`config.mk`:
```
export PLATFORM = sky130hd
export DESIGN_NAME = xadc_axil_sample_slave
export DESIGN_NICKNAME = d
export VERILOG_FILES = /design/src/rtl/xadc_axil_sample_slave.sv
export SDC_FILE = /design/constraint.sdc
export NUM_CORES = 1
export LEC_CHECK = 0
export BUFFER_PORTS_ARGS = -buffer_cell sky130_fd_sc_hd__buf_2
export CAP_MARGIN = 15
export CELL_PAD_IN_SITES_DETAIL_PLACEMENT = 1
export CELL_PAD_IN_SITES_GLOBAL_PLACEMENT = 1
export CORE_ASPECT_RATIO = 0.7
export CORE_UTILIZATION = 40
export CTS_CLUSTER_DIAMETER = 150
export CTS_CLUSTER_SIZE = 28
export DETAILED_ROUTE_END_ITERATION = 10
export HOLD_SLACK_MARGIN = 0.05
export PLACE_DENSITY = 0.86
export SYNTH_ARGS = -nofsm -noshare
export SYNTH_HDL_FRONTEND = slang
export SYNTH_SLANG_ARGS = --single-unit
```
`constraint.sdc`:
```
create_clock -name clk -period 2.7 [get_ports clk]
set_input_delay 0.405 -clock clk [delete_from_list [all_inputs] [get_ports clk]]
set_output_delay 0.405 -clock clk [all_outputs]
set_load 0.005 [all_outputs]
```
`src/rtl/xadc_axil_sample_slave.sv`:
```
// AXI4-Lite register slave for the XADC capture path.
// Holds CTRL/STAT/SMP/CNT and captures end-of-conversion samples.
// Write and read channels run independent two-state FSMs. All handshake
// outputs are registered.
module xadc_axil_sample_slave #(
  parameter int ADDR_W = 4,
  parameter int DATA_W = 32,
  parameter int SMP_W  = 12
) (
  input  logic                  clk,
  input  logic                  rstn,
  // sample source
  input  logic                  smp_valid,
  input  logic [SMP_W-1:0]      smp_data,
  // write address
  input  logic [ADDR_W-1:0]     s_awaddr,
  input  logic                  s_awvalid,
  output logic                  s_awready,
  // write data
  input  logic [DATA_W-1:0]     s_wdata,
  input  logic [DATA_W/8-1:0]   s_wstrb,
  input  logic                  s_wvalid,
  output logic                  s_wready,
  // write response
  output logic [1:0]            s_bresp,
  output logic                  s_bvalid,
  input  logic                  s_bready,
  // read address
  input  logic [ADDR_W-1:0]     s_araddr,
  input  logic                  s_arvalid,
  output logic                  s_arready,
  // read data
  output logic [DATA_W-1:0]     s_rdata,
  output logic [1:0]            s_rresp,
  output logic                  s_rvalid,
  input  logic                  s_rready
);

  typedef enum logic {W_IDLE, W_RESP} wstate_t;
  typedef enum logic {R_IDLE, R_DATA} rstate_t;

  localparam logic [1:0] RESP_OKAY   = 2'b00;
  localparam logic [1:0] RESP_SLVERR = 2'b10;

  localparam logic [1:0] A_CTRL = 2'd0;
  localparam logic [1:0] A_STAT = 2'd1;
  localparam logic [1:0] A_SMP  = 2'd2;
  localparam logic [1:0] A_CNT  = 2'd3;

  // Any address bit above the 16-byte window selects nothing. Shifting
  // rather than slicing keeps this legal when ADDR_W is exactly 4.
  function automatic logic addr_bad(input logic [ADDR_W-1:0] a);
    logic [ADDR_W-1:0] hi;
    hi = a >> 4;
    return |hi;
  endfunction

  // ---------------------------------------------------------------
  // register file state
  // ---------------------------------------------------------------
  logic              ctrl_en;
  logic              st_new;
  logic              st_ovr;
  logic [SMP_W-1:0]  smp_q;
  logic [DATA_W-1:0] cnt_q;

  // ---------------------------------------------------------------
  // write channel state
  // ---------------------------------------------------------------
  wstate_t     w_state;
  logic        aw_held;
  logic        w_held;
  logic [1:0]  aw_sel_q;
  logic        aw_bad_q;
  logic [1:0]  wdata_q;
  logic        wstrb0_q;

  // write commits in the idle cycle where both beats are already held
  logic       wr_fire;
  logic       wr_ok;
  logic       wr_ctrl;
  logic       wr_stat;
  logic       clr;

  assign wr_fire = (w_state == W_IDLE) && aw_held && w_held;
  assign wr_ok   = wr_fire && !aw_bad_q && wstrb0_q;
  assign wr_ctrl = wr_ok && (aw_sel_q == A_CTRL);
  assign wr_stat = wr_ok && (aw_sel_q == A_STAT);
  assign clr     = wr_ctrl && wdata_q[1];

  // ---------------------------------------------------------------
  // read channel state
  // ---------------------------------------------------------------
  rstate_t r_state;
  logic    rd_fire;
  logic    rd_bad;
  logic    smp_rd_clr;
  logic [DATA_W-1:0] rd_val;

  assign rd_fire    = s_arready && s_arvalid;
  assign rd_bad     = addr_bad(s_araddr);
  assign smp_rd_clr = rd_fire && !rd_bad && (s_araddr[3:2] == A_SMP);

  // capture qualifies on the enable as it stands this cycle
  logic cap;
  assign cap = smp_valid && ctrl_en;

  // low address bits and upper data/strobe bits carry no meaning here
  logic unused_bits;
  assign unused_bits = ^{s_araddr[1:0], s_awaddr[1:0],
                         s_wdata[DATA_W-1:2], s_wstrb[DATA_W/8-1:1]};

  // Read mux: clear bit always reads back 0, unused bits are 0.
  always_comb begin
    rd_val = '0;
    unique case (s_araddr[3:2])
      A_CTRL: rd_val[0]       = ctrl_en;
      A_STAT: rd_val[1:0]     = {st_ovr, st_new};
      A_SMP:  rd_val[SMP_W-1:0] = smp_q;
      A_CNT:  rd_val          = cnt_q;
      default: rd_val         = '0;
    endcase
  end

  // Write FSM: collect AW and W in any order, commit, then hold B until taken.
  always_ff @(posedge clk or negedge rstn) begin
    if (!rstn) begin
      w_state   <= W_IDLE;
      s_awready <= 1'b0;
      s_wready  <= 1'b0;
      s_bvalid  <= 1'b0;
      s_bresp   <= RESP_OKAY;
      aw_held   <= 1'b0;
      w_held    <= 1'b0;
      aw_sel_q  <= '0;
      aw_bad_q  <= 1'b0;
      wdata_q   <= '0;
      wstrb0_q  <= 1'b0;
    end else begin
      unique case (w_state)
        W_IDLE: begin
          if (aw_held && w_held) begin
            aw_held   <= 1'b0;
            w_held    <= 1'b0;
            s_awready <= 1'b0;
            s_wready  <= 1'b0;
            s_bvalid  <= 1'b1;
            s_bresp   <= aw_bad_q ? RESP_SLVERR : RESP_OKAY;
            w_state   <= W_RESP;
          end else begin
            if (s_awready && s_awvalid) begin
              aw_sel_q  <= s_awaddr[3:2];
              aw_bad_q  <= addr_bad(s_awaddr);
              aw_held   <= 1'b1;
              s_awready <= 1'b0;
            end else if (!aw_held) begin
              s_awready <= 1'b1;
            end
            if (s_wready && s_wvalid) begin
              wdata_q  <= s_wdata[1:0];
              wstrb0_q <= s_wstrb[0];
              w_held   <= 1'b1;
              s_wready <= 1'b0;
            end else if (!w_held) begin
              s_wready <= 1'b1;
            end
          end
        end
        W_RESP: begin
          if (s_bready) begin
            s_bvalid  <= 1'b0;
            s_awready <= 1'b1;
            s_wready  <= 1'b1;
            w_state   <= W_IDLE;
          end
        end
        default: w_state <= W_IDLE;
      endcase
    end
  end

  // Read FSM: register data one cycle after AR, hold R until taken.
  always_ff @(posedge clk or negedge rstn) begin
    if (!rstn) begin
      r_state   <= R_IDLE;
      s_arready <= 1'b0;
      s_rvalid  <= 1'b0;
      s_rdata   <= '0;
      s_rresp   <= RESP_OKAY;
    end else begin
      unique case (r_state)
        R_IDLE: begin
          if (rd_fire) begin
            s_arready <= 1'b0;
            s_rvalid  <= 1'b1;
            s_rdata   <= rd_bad ? '0 : rd_val;
            s_rresp   <= rd_bad ? RESP_SLVERR : RESP_OKAY;
            r_state   <= R_DATA;
          end else begin
            s_arready <= 1'b1;
          end
        end
        R_DATA: begin
          if (s_rready) begin
            s_rvalid  <= 1'b0;
            s_arready <= 1'b1;
            r_state   <= R_IDLE;
          end
        end
        default: r_state <= R_IDLE;
      endcase
    end
  end

  // Register file: clear beats capture; capture beats SMP read-clear;
  // an overrun from a capture beats a same-cycle W1C.
  always_ff @(posedge clk or negedge rstn) begin
    if (!rstn) begin
      ctrl_en <= 1'b0;
      st_new  <= 1'b0;
      st_ovr  <= 1'b0;
      smp_q   <= '0;
      cnt_q   <= '0;
    end else begin
      if (wr_ctrl) ctrl_en <= wdata_q[0];
      if (clr) begin
        smp_q  <= '0;
        cnt_q  <= '0;
        st_new <= 1'b0;
        st_ovr <= 1'b0;
      end else begin
        if (cap) begin
          smp_q  <= smp_data;
          cnt_q  <= cnt_q + 1'b1;
          st_new <= 1'b1;
        end else if (smp_rd_clr) begin
          st_new <= 1'b0;
        end
        if (cap && st_new)             st_ovr <= 1'b1;
        else if (wr_stat && wdata_q[1]) st_ovr <= 1'b0;
      end
    end
  end

endmodule

```
== Yosys cells after proc, flatten, opt, wreduce, memory -nomap -nowiden ==
Cells that the tools add are included.

* Flip-flop bits (word level): 93
* Input port bits: 64
* Output and inout bits: 41
* Word-level logic and storage cells: 104

* Bitwise logic cells: 3
* Equal/unequal tests: 10
* Reductions and logical operators: 30
* Add/subtract/negate cells: 1
* Multiplexer cells: 42

{| class="wikitable"
|+ Operators by type and width
! kind !! count
|-
| $mux 32 || 2
|-
| $add 32x1->32 const B || 1
|-
| $mux 1 || 27
|-
| $mux 12 || 2
|-
| $mux 20 || 1
|-
| $pmux 10 s2 || 1
|-
| $logic_and 1x1->1 || 14
|-
| $pmux 1 s2 || 7
|-
| $reduce_and 2->1 || 7
|-
| $ne 4x2->1 const B || 2
|-
| $ne 2x2->1 const B || 3
|-
| $reduce_and 3->1 || 2
|-
| $reduce_bool 2->1 || 3
|-
| $reduce_bool 3->1 || 2
|-
| $eq 2x1->1 const B || 2
|-
| $eq 2x2->1 const B || 2
|-
| $logic_not 2->1 || 2
|-
| $pmux 1 s4 || 1
|-
| $not 1->1 || 3
|-
| $pmux 1 s3 || 1
|-
| $ne 2x1->1 const B || 1
|}

== Longest topological paths before layout ==
Gate-level depths: netlist (run 1).

* Depth after elaboration: 9
* Gate-level depth with buffers: 7
* Mapped depth without buffers: 5

== Least setup slack after synthesis (run 1) ==
No wires, ideal clock.

* Path kind: register -> register
* Start: register cnt_q[3]
* End: register cnt_q[31]
* Clock period less this slack: 1.934 ns
* Data required time: 2.622 ns
* Data arrival time: 1.856 ns
* Library setup time: 0.078 ns
* Path slack: 0.766 ns
* Cell stages (with the launch flop): 6
* Cells stage by stage: dfrtp_1 nand4_2 or4_1 buf_2 or4_1 a21oi_1

* Longest elaborated chain between the ends: 3

{| class="wikitable"
|+ Ends and longest elaborated chain
! item !! line !! RTL
|-
| start: declaration || 65 || <nowiki>logic [DATA_W-1:0] cnt_q;</nowiki>
|-
| start signal: assignment || 234 || <nowiki>cnt_q <= cnt_q + 1'b1;</nowiki>
|-
| $add 32x1->32 || 234 ||
|-
| $mux 32 || 232 || <nowiki>if (cap) begin</nowiki>
|-
| $mux 32 || 226 || <nowiki>if (clr) begin</nowiki>
|}

Every way passes these cells. The select of a mux whose other input is x is not followed.
A chain may end at the register's enable or synchronous reset.

== Worst setup path in the final report (run 1) ==
* Start: register cnt_q[3]
* End: register cnt_q[29]

The elaborated chain is that of the path after synthesis.

==> results of run 1 <==
path summary, 6_finish.rpt:
kind / startpoint / end / slack, ps
hold / removal: rstn / s_rdata[5]$_DFFE_PN0P_ / 110
max in group asynchronous: rstn / s_rdata[13]$_DFFE_PN0P_ / 1890
min in group clk: s_rready / s_rvalid$_DFFE_PN0P_ / 270
setup / recovery: cnt_q[3]$_DFFE_PN0P_ / cnt_q[29]$_DFFE_PN0P_ / 310
setup reg to reg: cnt_q[3]$_DFFE_PN0P_ / cnt_q[29]$_DFFE_PN0P_ / 310
hold reg to reg: r_state$_DFF_PN0_ / s_rvalid$_DFFE_PN0P_ / 470
registers in the layout (all words and copies together), names as in the netlist:
name and flops:
st_ovr 1, ctrl_en 1, s_awready 1, w_held 1, wdata_q 2, smp_q 12
s_wready 1, w_state 1, s_rvalid 1, cnt_q 32, aw_sel_q 2, aw_held 1
r_state 1, s_arready 1, wstrb0_q 1, s_bvalid 1, st_new 1, s_rdata 32
logic make-up (layout without fill, tap and decap cells):
| group | after synthesis | count (layout) | synth area share |
|---|---|---|---|
| simple gates | 184 | 184 | 0.2089 |
| compound gates | 100 | 100 | 0.1367 |
| flops | 93 | 93 | 0.5398 |
| buf+inv | 36 | 90 | 0.03685 |
| mux | 20 | 20 | 0.05166 |
| xor+xnor | 11 | 11 | 0.02234 |
| fa+ha+maj | 1 | 1 | 0.002901 |
| other cells | 1 | 4 | 0.0008697 |
power breakdown:
part	internal [W]	switching [W]	total (W)	leakage, nW
sequential	0.00170	0.000267	0.00196	1.23
clock	0.000840	0.000546	0.00139	0.160
combinational	0.000400	0.000496	0.000896	0.907
total	0.00294	0.00131	0.00425	2.29
cells in the mapped netlist (all sizes together) (8+ instances only):
library cell	instances	area share
dfrtp	93	0.54
nand2	90	0.078
a21oi	39	0.045
o21ai	29	0.034
nor2	27	0.024
clkbuf	23	0.020
or4	13	0.023
o31ai	12	0.021
mux2i	11	0.026
a22o	10	0.020
nand3	10	0.012
nand4	10	0.016
mux2	8	0.021
per-stage QoR:
stage	worst slack [ps]	utilization	power, W	hold slack (ps)	area (um2)
2_1_floorplan	765.8	-	0.002521	109.4	4323
6_report	308.9	0.4847	0.004245	110.8	5039
5_1_grt	138.1	0.4847	0.004484	157.6	5039
4_1_cts	305.5	0.4847	0.004282	127.2	5039
3_5_place_dp	336.0	0.4534	0.002874	466.1	4713
3_3_place_gp	447.4	0.4534	0.002793	447.3	4713
layout make-up:
type	count	area, um2	area share
multi-input cells	320	1843	0.3658
well taps	132	165.2	0.03278
clock inverters	5	82.58	0.01639
clock buffers	11	242.7	0.04817
repair buffers	68	355.3	0.07052
flip-flops and latches	93	2327	0.4619
inverters	6	22.52	0.004470
metal layers:
metal | part of all wire | vias to the layer above
met5 | 0 | -
met4 | 0.0065 | 0
met3 | 0.037 | 9
met2 | 0.46 | 75
met1 | 0.50 | 1801
li1 | - | 1670
==> report_table.html, run 1 <==
<table>
<tr><th>Metric</th><th>Value</th></tr>
<tr><th colspan="2">Timing</th></tr>
<tr><td>Setup TNS</td><td>0 ps</td></tr>
<tr><td>Least-Margin Pin Slew</td><td>between 700 and 800 ps</td></tr>
<tr><td>Time the final worst path needs with I/O delays and setup</td><td>~2400 ps</td></tr>
<tr><td>Highest clock frequency the design can meet</td><td>roughly 420 MHz</td></tr>
<tr><td>Worst-case headroom to the max-slew limit</td><td>0.4926</td></tr>
<tr><td>Share of the cycle needed by the critical path after routing</td><td>0.8856</td></tr>
<tr><td>Final hold violation count</td><td>0</td></tr>
<tr><td>Clock tree skew after final layout</td><td>between 6 and 7 ps</td></tr>
<tr><td>Setup repair after global routing missed its margin</td><td>no</td></tr>
<tr><td>Final Slew Violations</td><td>0</td></tr>
<tr><td>Finish-stage setup viols</td><td>0</td></tr>
<tr><th colspan="2">Placement</th></tr>
<tr><td>Post-placement cell count</td><td>~620</td></tr>
<tr><td>Detailed placer's ending HPWL</td><td>~7.8 mm</td></tr>
<tr><td>Final weighted congestion of routability-driven global placement</td><td>~0.78</td></tr>
<tr><td>Count of port buffers added during placement</td><td>63</td></tr>
<tr><th colspan="2">Global routing</th></tr>
<tr><td>Global routing met3 resource utilization</td><td>0.05018</td></tr>
<tr><td>Via count of the first global-routing pass</td><td>~3700</td></tr>
<tr><td>First-pass GRT wire length</td><td>around 19 mm</td></tr>
<tr><td>Busiest layer in global routing</td><td>met2</td></tr>
<tr><td>Aggregate global routing overflow</td><td>0</td></tr>
<tr><td>Number of antenna violations at the first check in global routing</td><td>0</td></tr>
<tr><td>M1 GR Usage</td><td>0.3092</td></tr>
<tr><td>Met2 track demand over resource</td><td>0.3672</td></tr>
<tr><td>GRT Overall Usage</td><td>0.2253</td></tr>
<tr><td>Largest net degree at the start of global routing</td><td>66</td></tr>
<tr><th colspan="2">Worst setup path</th></tr>
<tr><td>Cell count along the critical path</td><td>4</td></tr>
<tr><td>Cell with the largest stage delay on the worst path</td><td>or4_1</td></tr>
<tr><td>Most used cell, CP</td><td>or4_1</td></tr>
<tr><td>Max Fanout on Critical Path</td><td>18</td></tr>
<tr><td>Data required time at the worst endpoint</td><td>2960 ps</td></tr>
<tr><td>Element type at the critical path end</td><td>flip-flop</td></tr>
<tr><td>Data arrival time of the worst path</td><td>~2700 ps</td></tr>
<tr><td>Series of cell instances along the critical path</td><td>nand4_2 -&gt; or4_1 -&gt; or4_1 -&gt; a21oi_1</td></tr>
<tr><td>CP peak stage delay</td><td>about 830 ps</td></tr>
<tr><td>Type of the worst setup path</td><td>flip-flop to flip-flop</td></tr>
<tr><td>Family of cells with the greatest summed delay on the critical path</td><td>simple AND/OR/NAND/NOR gates</td></tr>
<tr><td>Startpoint kind of the worst setup timing path</td><td>flip-flop</td></tr>
<tr><td>Worst Reg2Reg Path Length in Cells</td><td>4</td></tr>
<tr><td>Combined buffer and inverter count along the critical path</td><td>0</td></tr>
<tr><th colspan="2">Die</th></tr>
<tr><td>Chip Width</td><td>around 130 um</td></tr>
<tr><td>Initial standard-cell utilization of the core</td><td>0.4148</td></tr>
<tr><td>Die height</td><td>roughly 90 um</td></tr>
<tr><td>Io pins</td><td>roughly 110</td></tr>
<tr><td># rows</td><td>31</td></tr>
<tr><td>Area of the die</td><td>~11000 um2</td></tr>
<tr><td>Core region area</td><td>10400 um2</td></tr>
<tr><th colspan="2">Clock network</th></tr>
<tr><td>Clk sinks</td><td>93</td></tr>
<tr><td>Setup bufs post-CTS</td><td>0</td></tr>
<tr><td>Number of levels in the clock H-tree</td><td>3</td></tr>
<tr><td>Hold-fix buffers, CTS</td><td>0</td></tr>
<tr><td>Library cell used as clock root buffer</td><td>clkbuf_16</td></tr>
<tr><td>Clock-pin slew on the worst setup and hold paths</td><td>roughly 70 ps</td></tr>
<tr><td>Num CTS Buffers</td><td>9</td></tr>
<tr><td>Clock network latency to the later pin of the worst-skew pair</td><td>around 350 ps</td></tr>
<tr><td>Clock Path Buffers</td><td>2</td></tr>
<tr><td>CTS tree</td><td>yes</td></tr>
<tr><td>Count of cells resized by post-cts repair</td><td>0</td></tr>
<tr><th colspan="2">Drt</th></tr>
<tr><td>Ratio of routed vias to standard cells</td><td>between 5 and 6</td></tr>
<tr><td>Drt drc</td><td>0</td></tr>
<tr><td>Vias after detailed routing</td><td>between 3000 and 4000</td></tr>
<tr><td>Antenna-violating nets left</td><td>0</td></tr>
<tr><td>Router iterations before antenna repair</td><td>5</td></tr>
<tr><td>Wirelength, routed</td><td>11.41 mm</td></tr>
<tr><td>DRC marker count from the first detailed-route iteration</td><td>around 210</td></tr>
<tr><td>Per-cell routed wire length</td><td>around 18 um</td></tr>
<tr><th colspan="2">Final layout</th></tr>
<tr><td>Number of filler instances in the final layout</td><td>about 1200</td></tr>
<tr><td>Post-route non-filler standard cell count</td><td>635</td></tr>
<tr><td>Most common cell after layout, fill and taps aside</td><td>dfrtp_1</td></tr>
<tr><td>Diode insertion count for antenna repair</td><td>0</td></tr>
<tr><td>Area growth from synthesis to final layout</td><td>16.86%</td></tr>
<tr><td>Number of nets in the layout</td><td>around 560</td></tr>
<tr><td>Most used cells in the layout excluding fill and tap cells</td><td>93 x dfrtp_1, 90 x nand2_1, 62 x buf_2</td></tr>
<tr><td>Layout cell share with drive strength beyond 1</td><td>0.1928</td></tr>
<tr><th colspan="2">Synth</th></tr>
<tr><td>Synth Flop Type</td><td>dfrtp_1</td></tr>
<tr><td>Sequential cell area fraction in the yosys report</td><td>0.5398</td></tr>
<tr><td>Number of synthesized flops with an enable pin</td><td>0</td></tr>
<tr><td>Post-Syn Area</td><td>approximately 4300 um2</td></tr>
<tr><td>Number of warnings reported in the yosys synthesis log</td><td>0</td></tr>
<tr><td>Cell variety after synth</td><td>46</td></tr>
<tr><td>Async SR Flop Fraction</td><td>1.000</td></tr>
<tr><td>Post-Synthesis Cells</td><td>between 400 and 500</td></tr>
<tr><td>Yosys reg bits</td><td>93</td></tr>
<tr><td>Mean post-synth cell area</td><td>between 9 and 10 um2</td></tr>
<tr><th colspan="2">Power and ir drop</th></tr>
<tr><td>VDD IR max</td><td>roughly 0.36 mV</td></tr>
<tr><td>Leakage power</td><td>2.294 nW</td></tr>
<tr><td>Power per cell area</td><td>842.6 nW/um2</td></tr>
<tr><th colspan="2">Job</th></tr>
<tr><td>Max capacitance violation total</td><td>0</td></tr>
<tr><th colspan="2">Outcome</th></tr>
<tr><td>Run status</td><td>complete, no violations</td></tr>
<tr><th colspan="2">Min path</th></tr>
<tr><td>Min-delay worst type</td><td>primary input to asynchronous set/reset pin</td></tr>
</table>
(Power assumes the default switching activity.)
==> inputs of run 2 (changes only) <==
Settings changed: CORE_UTILIZATION 40 to 42, CTS_BUF_LIST from default to sky130_fd_sc_hd__clkbuf_2 sky130_fd_sc_hd__clkbuf_4 sky130_fd_sc_hd__clkbuf_8, PLACE_DENSITY 0.86 to 0.89.
==> run 2 against run 1 <==
Clock-buffer cell count shrank 1. Critical path type unchanged. First-iteration DRC count shrank 12%. Fmax shrank 2.7%. Via count grew 0.53%. Clock power shrank 36%. Hold slack gained 140 ps.
==> report_table.html, run 2 (synthesis results as in run 1) <==
<table>
<tr><th>Metric</th><th>Value</th></tr>
<tr><th colspan="2">Global routing</th></tr>
<tr><td>Aggregate global routing overflow</td><td>0 (unchanged)</td></tr>
<tr><td>First-pass GRT wire length</td><td>18.96 mm (-2.3%)</td></tr>
<tr><td>Via count of the first global-routing pass</td><td>3728 (-0.40%)</td></tr>
<tr><td>Largest net degree at the start of global routing</td><td>46 (-30%)</td></tr>
<tr><td>Number of antenna violations at the first check in global routing</td><td>0 (unchanged)</td></tr>
<tr><td>GRT Overall Usage</td><td>0.2335 (+0.008143)</td></tr>
<tr><th colspan="2">Final layout</th></tr>
<tr><td>Diode insertion count for antenna repair</td><td>0 (unchanged)</td></tr>
<tr><td>Largest registers</td><td>cnt_q: 32 flops, s_rdata: 32 flops, smp_q: 12 flops</td></tr>
<tr><td>Area growth from synthesis to final layout</td><td>13.58%</td></tr>
<tr><td>Layout cell share with drive strength beyond 1</td><td>0.1912 (-0.001608)</td></tr>
<tr><td>Most common cell after layout, fill and taps aside</td><td>dfrtp_1</td></tr>
<tr><td>Number of filler instances in the final layout</td><td>1131 (-5.1%)</td></tr>
<tr><td>Number of nets in the layout</td><td>565 (+0.36%)</td></tr>
<tr><td>Final standard cell area without fillers</td><td>4897 um2 (-2.8%)</td></tr>
<tr><td>Most used cells in the layout excluding fill and tap cells</td><td>93 x dfrtp_1, 90 x nand2_1, 62 x buf_2</td></tr>
<tr><th colspan="2">Worst setup path</th></tr>
<tr><td>Startpoint kind of the worst setup timing path</td><td>flip-flop</td></tr>
<tr><td>Worst Reg2Reg Path Length in Cells</td><td>4 (unchanged)</td></tr>
<tr><td>Element type at the critical path end</td><td>flip-flop</td></tr>
<tr><td>R2R setup slack</td><td>240 ps (-70 ps)</td></tr>
<tr><td>CP endpoint</td><td>cnt_q[28]$_DFFE_PN0P_</td></tr>
<tr><td>Cell with the largest stage delay on the worst path</td><td>or4_1</td></tr>
<tr><td>Series of cell instances along the critical path</td><td>nand4_2 -&gt; or4_1 -&gt; or4_1 -&gt; a21oi_1</td></tr>
<tr><td>CP peak stage delay</td><td>860 ps (+30 ps)</td></tr>
<tr><td>Setup crit start</td><td>cnt_q[3]$_DFFE_PN0P_</td></tr>
<tr><td>Data arrival time of the worst path</td><td>2740 ps (+90 ps)</td></tr>
<tr><td>Type of the worst setup path</td><td>flip-flop to flip-flop</td></tr>
<tr><td>Worst reg2reg path startpoint</td><td>cnt_q[3]$_DFFE_PN0P_</td></tr>
<tr><td>Most used cell, CP</td><td>or4_1</td></tr>
<tr><td>Max Fanout on Critical Path</td><td>18 (unchanged)</td></tr>
<tr><td>Capturing point of the worst reg2reg path</td><td>cnt_q[28]$_DFFE_PN0P_</td></tr>
<tr><td>Data required time at the worst endpoint</td><td>2980 ps (+20 ps)</td></tr>
<tr><th colspan="2">Drt</th></tr>
<tr><td>Router iterations before antenna repair</td><td>4 (-1)</td></tr>
<tr><td>Antenna-violating nets left</td><td>0 (unchanged)</td></tr>
<tr><td>Per-cell routed wire length</td><td>18.01 um (+0.26%)</td></tr>
<tr><td>Vias after detailed routing</td><td>3574 (+0.53%)</td></tr>
<tr><td>Wirelength, routed</td><td>11.35 mm (-0.53%)</td></tr>
<tr><td>DRC marker count from the first detailed-route iteration</td><td>182 (-12%)</td></tr>
<tr><td>Ratio of routed vias to standard cells</td><td>5.673 (+1.3%)</td></tr>
<tr><td>Drt drc</td><td>0 (unchanged)</td></tr>
<tr><th colspan="2">Timing</th></tr>
<tr><td>Final hold slack</td><td>254.2 ps (+143.3 ps)</td></tr>
<tr><td>Setup TNS</td><td>0 ps (unchanged)</td></tr>
<tr><td>Final setup margin</td><td>243.5 ps (-65.38 ps)</td></tr>
<tr><td>Highest clock frequency the design can meet</td><td>407.1 MHz (-2.7%)</td></tr>
<tr><td>Clock tree skew after final layout</td><td>9.350 ps (+2.715 ps)</td></tr>
<tr><td>Final hold violation count</td><td>0 (unchanged)</td></tr>
<tr><td>Time the final worst path needs with I/O delays and setup</td><td>2456 ps (+65.38 ps)</td></tr>
<tr><td>Setup repair after global routing missed its margin</td><td>no</td></tr>
<tr><td>Final Slew Violations</td><td>0 (unchanged)</td></tr>
<tr><td>Least-Margin Pin Slew</td><td>798.2 ps (+37.09 ps)</td></tr>
<tr><td>Share of the cycle needed by the critical path after routing</td><td>0.9098 (+0.02421)</td></tr>
<tr><td>Finish-stage setup viols</td><td>0 (unchanged)</td></tr>
<tr><td>Worst-case headroom to the max-slew limit</td><td>0.4679 (-0.02473)</td></tr>
<tr><th colspan="2">Die</th></tr>
<tr><td>Area of the die</td><td>10680 um2 (-4.7%)</td></tr>
<tr><td># rows</td><td>30 (-3.2%)</td></tr>
<tr><td>Chip Width</td><td>123.1 um (-2.4%)</td></tr>
<tr><td>Initial standard-cell utilization of the core</td><td>0.4384 (+0.02364)</td></tr>
<tr><td>Die height</td><td>86.77 um (-2.4%)</td></tr>
<tr><td>Io pins</td><td>105 (unchanged)</td></tr>
<tr><td>Core region area</td><td>9834 um2 (-5.4%)</td></tr>
<tr><th colspan="2">Clock network</th></tr>
<tr><td>Clock-pin slew on the worst setup and hold paths</td><td>80 ps (about the same)</td></tr>
<tr><td>Count of cells resized by post-cts repair</td><td>0 (unchanged)</td></tr>
<tr><td>Number of levels in the clock H-tree</td><td>3 (unchanged)</td></tr>
<tr><td>CTS tree</td><td>yes</td></tr>
<tr><td>Num CTS Buffers</td><td>9 (unchanged)</td></tr>
<tr><td>Clk sinks</td><td>93 (unchanged)</td></tr>
<tr><td>Library cell used as clock root buffer</td><td>clkbuf_8</td></tr>
<tr><td>Clock network latency to the later pin of the worst-skew pair</td><td>380 ps (+30 ps)</td></tr>
<tr><td>Setup bufs post-CTS</td><td>0 (unchanged)</td></tr>
<tr><td>Clock Path Buffers</td><td>2 (unchanged)</td></tr>
<tr><th colspan="2">Power and ir drop</th></tr>
<tr><td>Leakage power</td><td>2.234 nW (-2.6%)</td></tr>
<tr><td>Power per cell area</td><td>767.2 nW/um2 (-8.9%)</td></tr>
<tr><td>VDD IR max</td><td>0.2972 mV (-17%)</td></tr>
<tr><th colspan="2">Placement</th></tr>
<tr><td>Count of port buffers added during placement</td><td>63 (unchanged)</td></tr>
<tr><td>Setup slack after placement</td><td>310.5 ps (-25.42 ps)</td></tr>
<tr><td>Total cell area at the placement stage</td><td>4716 um2 (about the same)</td></tr>
<tr><td>Detailed placer's ending HPWL</td><td>7.873 mm (+0.94%)</td></tr>
<tr><td>Final weighted congestion of routability-driven global placement</td><td>0.7942 (+2.4%)</td></tr>
<tr><th colspan="2">Job</th></tr>
<tr><td>Max capacitance violation total</td><td>0 (unchanged)</td></tr>
<tr><th colspan="2">Min path</th></tr>
<tr><td>Min-delay worst type</td><td>primary input to flip-flop</td></tr>
<tr><th colspan="2">Outcome</th></tr>
<tr><td>Run status</td><td>complete, no violations</td></tr>
</table>
==> run 2: metal layers <==
metal,up-vias,wire (um),part of all wire,global-route usage
met4,0,183,0.016,0.07886
met3,16,518,0.046,0.04868
met2,84,5280,0.47,0.3790
met1,1806,5365,0.47,0.3126
li1,1668,-,-,-
met5,-,0,0,0
==> run 2: worst min-delay path by stage <==
| stage | startpoint | endpoint | slack, ps | cells after the start |
|---|---|---|---|---|
| 2_1_floorplan | rstn | aw_held$_DFFE_PN0P_ | 110 | 0 |
| 3_3_place_gp | rstn | s_rdata[0]$_DFFE_PN0P_ | 440 | 1 |
| 3_5_place_dp | rstn | smp_q[0]$_DFFE_PN0P_ | 450 | 1 |
| 4_1_cts | s_rready | s_rvalid$_DFFE_PN0P_ | 240 | 2 |
| 5_1_grt | s_rready | s_rvalid$_DFFE_PN0P_ | 250 | 2 |
| 6_report | s_rready | s_rvalid$_DFFE_PN0P_ | 250 | 2 |
==> run 2: critical path, delay by kind of cell (launching register included) <==
kind,cells,cell delay [ps]
compound gates,1,200
flops,1,490
simple gates,3,1660
==> run 2: per-stage QoR <==
step	utilization	total power [W]	instances
4_1_cts	0.4980	0.003796	630
2_1_floorplan	-	0.002521	449
6_report	0.4980	0.003757	630
5_1_grt	0.4980	0.003988	630
3_5_place_dp	0.4795	0.002896	616
3_3_place_gp	0.4795	0.002797	616
==> run 2: where the power goes <==
| part | internal (W) | switching, W | leakage, nW | total (W) |
|---|---|---|---|---|
| clock network | 0.000420 | 0.000469 | 0.0913 | 0.000890 |
| registers | 0.00169 | 0.000267 | 1.23 | 0.00196 |
| logic | 0.000407 | 0.000500 | 0.915 | 0.000907 |
==> run 2: area by class of cell <==
type | instances | area [um2] | area share
well taps | 128 | 160.2 | 0.03270
clock inverters | 3 | 40.04 | 0.008176
multi-input cells | 320 | 1843 | 0.3763
repair buffers | 70 | 372.9 | 0.07614
inverters | 6 | 22.52 | 0.004599
clock buffers | 10 | 131.4 | 0.02683
flip-flops and latches | 93 | 2327 | 0.4752
==> run 2: what timing repair did <==
action                                 CTS  global route
setup endpoints to repair                0             0
endpoints found under the hold margin   20             0
hold buffers                             1             0
==> inputs of run 3 (changes only) <==
==> constraint.sdc (replaced) <==
create_clock -name clk -period 2.5 [get_ports clk]
set_input_delay 0.125 -clock clk [delete_from_list [all_inputs] [get_ports clk]]
set_output_delay 0.125 -clock clk [all_outputs]
set_load 0.005 [all_outputs]
==> run 3 against run 2 <==
Non-clock buffer count is 19 higher. Sequential share of layout area is 2.3 points lower. Via count up 1.2%. Sequential power is 8% higher. Clock-buffer cell count fell by 1. Hold slack got worse by 160 ps. Combinational power rose by 9.4%. First-iteration DRC count increased by 14%. Final cell count rose by 3.5%. Die area unchanged. Flip-flop and latch count unchanged. Setup slack worse by 59 ps. Critical endpoint is now cnt_q[24]$_DFFE_PN0P_. Highest routed layer unchanged.
==> report_table.html, run 3 (synthesis results as in run 1) <==
<table>
<tr><th>Metric</th><th>Value</th></tr>
<tr><th colspan="2">Outcome</th></tr>
<tr><td>Run status</td><td>complete, no violations</td></tr>
<tr><th colspan="2">Clock network</th></tr>
<tr><td>Num CTS Buffers</td><td>9 (unchanged)</td></tr>
<tr><td>Clock Path Buffers</td><td>2 (unchanged)</td></tr>
<tr><td>Clock network latency to the later pin of the worst-skew pair</td><td>390 ps (about the same)</td></tr>
<tr><td>Clock-pin slew on the worst setup and hold paths</td><td>100 ps (+20 ps)</td></tr>
<tr><td>Number of levels in the clock H-tree</td><td>3 (unchanged)</td></tr>
<tr><td>CTS tree</td><td>yes</td></tr>
<tr><td>Library cell used as clock root buffer</td><td>clkbuf_8</td></tr>
<tr><td>Clk sinks</td><td>93 (unchanged)</td></tr>
<tr><th colspan="2">Die</th></tr>
<tr><td>Chip Width</td><td>123.1 um (unchanged)</td></tr>
<tr><td>Core region area</td><td>9834 um2 (unchanged)</td></tr>
<tr><td># rows</td><td>30 (unchanged)</td></tr>
<tr><td>Die height</td><td>86.77 um (unchanged)</td></tr>
<tr><td>Area of the die</td><td>10680 um2 (unchanged)</td></tr>
<tr><td>Initial standard-cell utilization of the core</td><td>0.4384 (unchanged)</td></tr>
<tr><td>Io pins</td><td>105 (unchanged)</td></tr>
<tr><th colspan="2">Global routing</th></tr>
<tr><td>Aggregate global routing overflow</td><td>0 (unchanged)</td></tr>
<tr><td>Largest net degree at the start of global routing</td><td>48 (+4.3%)</td></tr>
<tr><td>Number of antenna violations at the first check in global routing</td><td>0 (unchanged)</td></tr>
<tr><td>Via count of the first global-routing pass</td><td>3778 (+1.3%)</td></tr>
<tr><td>First-pass GRT wire length</td><td>18.73 mm (-1.2%)</td></tr>
<tr><td>GRT Overall Usage</td><td>0.2310 (-0.002436)</td></tr>
<tr><th colspan="2">Final layout</th></tr>
<tr><td>Most common cell after layout, fill and taps aside</td><td>dfrtp_1</td></tr>
<tr><td>Area growth from synthesis to final layout</td><td>19.47%</td></tr>
<tr><td>Layout cell share with drive strength beyond 1</td><td>0.1870 (-0.004212)</td></tr>
<tr><td>Most used cells in the layout excluding fill and tap cells</td><td>93 x dfrtp_1, 90 x nand2_1, 62 x buf_2</td></tr>
<tr><td>Number of nets in the layout</td><td>584 (+3.4%)</td></tr>
<tr><td>Largest registers</td><td>cnt_q: 32 flops, s_rdata: 32 flops, smp_q: 12 flops</td></tr>
<tr><td>Diode insertion count for antenna repair</td><td>0 (unchanged)</td></tr>
<tr><th colspan="2">Timing</th></tr>
<tr><td>Time the final worst path needs with I/O delays and setup</td><td>2316 ps (-140.7 ps)</td></tr>
<tr><td>Least-Margin Pin Slew</td><td>794.9 ps (-3.292 ps)</td></tr>
<tr><td>Finish-stage setup viols</td><td>0 (unchanged)</td></tr>
<tr><td>Worst-case headroom to the max-slew limit</td><td>0.4701 (+0.002195)</td></tr>
<tr><td>Setup repair after global routing missed its margin</td><td>no</td></tr>
<tr><td>Highest clock frequency the design can meet</td><td>431.8 MHz (+6.1%)</td></tr>
<tr><td>Clock tree skew after final layout</td><td>13.48 ps (+4.126 ps)</td></tr>
<tr><td>Final hold violation count</td><td>0 (unchanged)</td></tr>
<tr><td>Setup TNS</td><td>0 ps (unchanged)</td></tr>
<tr><td>Final Slew Violations</td><td>0 (unchanged)</td></tr>
<tr><td>Share of the cycle needed by the critical path after routing</td><td>0.9263 (+0.01650)</td></tr>
<tr><th colspan="2">Worst setup path</th></tr>
<tr><td>Max Fanout on Critical Path</td><td>12 (-6)</td></tr>
<tr><td>R2R setup slack</td><td>180 ps (-60 ps)</td></tr>
<tr><td>Series of cell instances along the critical path</td><td>ha_1 -&gt; and4_1 -&gt; nand4_1 -&gt; or4_1 -&gt; a21oi_1</td></tr>
<tr><td>Family of cells with the greatest summed delay on the critical path</td><td>simple AND/OR/NAND/NOR gates</td></tr>
<tr><td>Data arrival time of the worst path</td><td>2630 ps (-110 ps)</td></tr>
<tr><td>Startpoint kind of the worst setup timing path</td><td>flip-flop</td></tr>
<tr><td>Combined buffer and inverter count along the critical path</td><td>0 (unchanged)</td></tr>
<tr><td>Data required time at the worst endpoint</td><td>2810 ps (-170 ps)</td></tr>
<tr><td>Type of the worst setup path</td><td>flip-flop to flip-flop</td></tr>
<tr><td>CP peak stage delay</td><td>630 ps (-230 ps)</td></tr>
<tr><td>Cell with the largest stage delay on the worst path</td><td>or4_1</td></tr>
<tr><td>Element type at the critical path end</td><td>flip-flop</td></tr>
<tr><td>Setup crit start</td><td>cnt_q[0]$_DFFE_PN0P_</td></tr>
<tr><td>Worst reg2reg path startpoint</td><td>cnt_q[0]$_DFFE_PN0P_</td></tr>
<tr><th colspan="2">Drt</th></tr>
<tr><td>Vias after detailed routing</td><td>3618 (+1.2%)</td></tr>
<tr><td>Per-cell routed wire length</td><td>17.57 um (-2.4%)</td></tr>
<tr><td>Drt drc</td><td>0 (unchanged)</td></tr>
<tr><td>Wirelength, routed</td><td>11.46 mm (+0.96%)</td></tr>
<tr><td>DRC marker count from the first detailed-route iteration</td><td>208 (+14%)</td></tr>
<tr><td>Antenna-violating nets left</td><td>0 (unchanged)</td></tr>
<tr><td>Router iterations before antenna repair</td><td>4 (unchanged)</td></tr>
<tr><td>Ratio of routed vias to standard cells</td><td>5.549 (-2.2%)</td></tr>
<tr><th colspan="2">Power and ir drop</th></tr>
<tr><td>Total net switching power</td><td>0.001380 W (+12%)</td></tr>
<tr><td>Sw Ratio</td><td>0.3265 (-0.002462)</td></tr>
<tr><td>VDD IR max</td><td>0.3134 mV (+5.5%)</td></tr>
<tr><td>Leakage power</td><td>2.332 nW (+4.4%)</td></tr>
<tr><td>Overall power</td><td>0.004226 W (+12%)</td></tr>
<tr><td>Sequential cell fraction of total power</td><td>0.501 (-0.021)</td></tr>
<tr><td>Combinational group share of total power</td><td>0.235 (-0.006)</td></tr>
<tr><td>Total internal power</td><td>0.002846 W (+13%)</td></tr>
<tr><td>Clock network power share</td><td>0.265 (+0.028)</td></tr>
<tr><td>Power per cell area</td><td>820.5 nW/um2 (+6.9%)</td></tr>
<tr><th colspan="2">Job</th></tr>
<tr><td>Max capacitance violation total</td><td>0 (unchanged)</td></tr>
<tr><th colspan="2">Min path</th></tr>
<tr><td>Min-delay worst type</td><td>primary input to flip-flop</td></tr>
<tr><td>Worst hold path startpoint</td><td>s_arvalid</td></tr>
<tr><th colspan="2">Placement</th></tr>
<tr><td>Count of port buffers added during placement</td><td>63 (unchanged)</td></tr>
<tr><td>Final weighted congestion of routability-driven global placement</td><td>0.7882 (-0.76%)</td></tr>
<tr><td>Detailed placer's ending HPWL</td><td>7.818 mm (-0.70%)</td></tr>
</table>
-- run 3: repair_timing --
item	CTS	global route
hold buffers	22	0
buffers inserted	0	0
resized for setup	0	1
setup endpoints to repair	0	1
endpoints found under the hold margin	70	0
-- run 3: routing by layer --
layer  global-route usage  vias up  wire [um]
li1                     -     1708          -
met1               0.3070     1822       5529
met2               0.3774       73       5364
met3              0.04868       15        382
met4              0.07777        0        181
met5                    0        -          0
-- run 3: cell type report --
class                           instances  area [um2]
Timing Repair Buffer                   89       580.6
Clock inverter                          7       90.09
Fill cell                            1131        4683
Multi-Input combinational cell        320        1847
Sequential cell                        93        2327
Clock buffer                            9       123.9
Inverter                                6       22.52
Tap cell                              128       160.2
-- run 3: worst register-to-register path: cells and delay by family, from the launching register on --
kind | cells | cell delay (ps)
flip-flops | 1 | 420
AND/OR/NAND/NOR | 3 | 1430
adder cells (fa/ha/maj) | 1 | 220
AO/OA/AOI/OAI | 1 | 180
-- run 3: final timing paths --
kind	to	cells after the start
setup / recovery	cnt_q[24]$_DFFE_PN0P_	5
hold reg to reg	s_rdata[24]$_DFFE_PN0P_	2
max in group asynchronous	cnt_q[2]$_DFFE_PN0P_	3
min in group asynchronous	s_wready$_DFFE_PN0P_	2
hold / removal	s_rvalid$_DFFE_PN0P_	3
setup reg to reg	cnt_q[24]$_DFFE_PN0P_	5
-- run 3: power by group through the flow --
stage                     registers [W]  clock network (W)  logic, W
after floorplan                 0.00206                  0  0.000661
after global placement          0.00211                  0  0.000906
after detailed placement        0.00214                  0  0.000970
after global routing            0.00217            0.00118   0.00112
final                           0.00212            0.00112  0.000992
after CTS                       0.00212            0.00114   0.00100
-- run 3: per-stage QoR --
stage / setup WS, ps / hold WS, ps / cell area, um2 / utilization / cells
after floorplan: 565.8 / -170.6 / 4323 / - / 449
after global placement: 261.6 / 186.7 / 4713 / 0.4793 / 614
after detailed placement: 130.8 / 196.7 / 4713 / 0.4793 / 614
after CTS: 120.0 / 78.16 / 5147 / 0.5234 / 652
after global routing: 12.32 / 121.2 / 5151 / 0.5238 / 652
final: 184.2 / 95.78 / 5151 / 0.5238 / 652
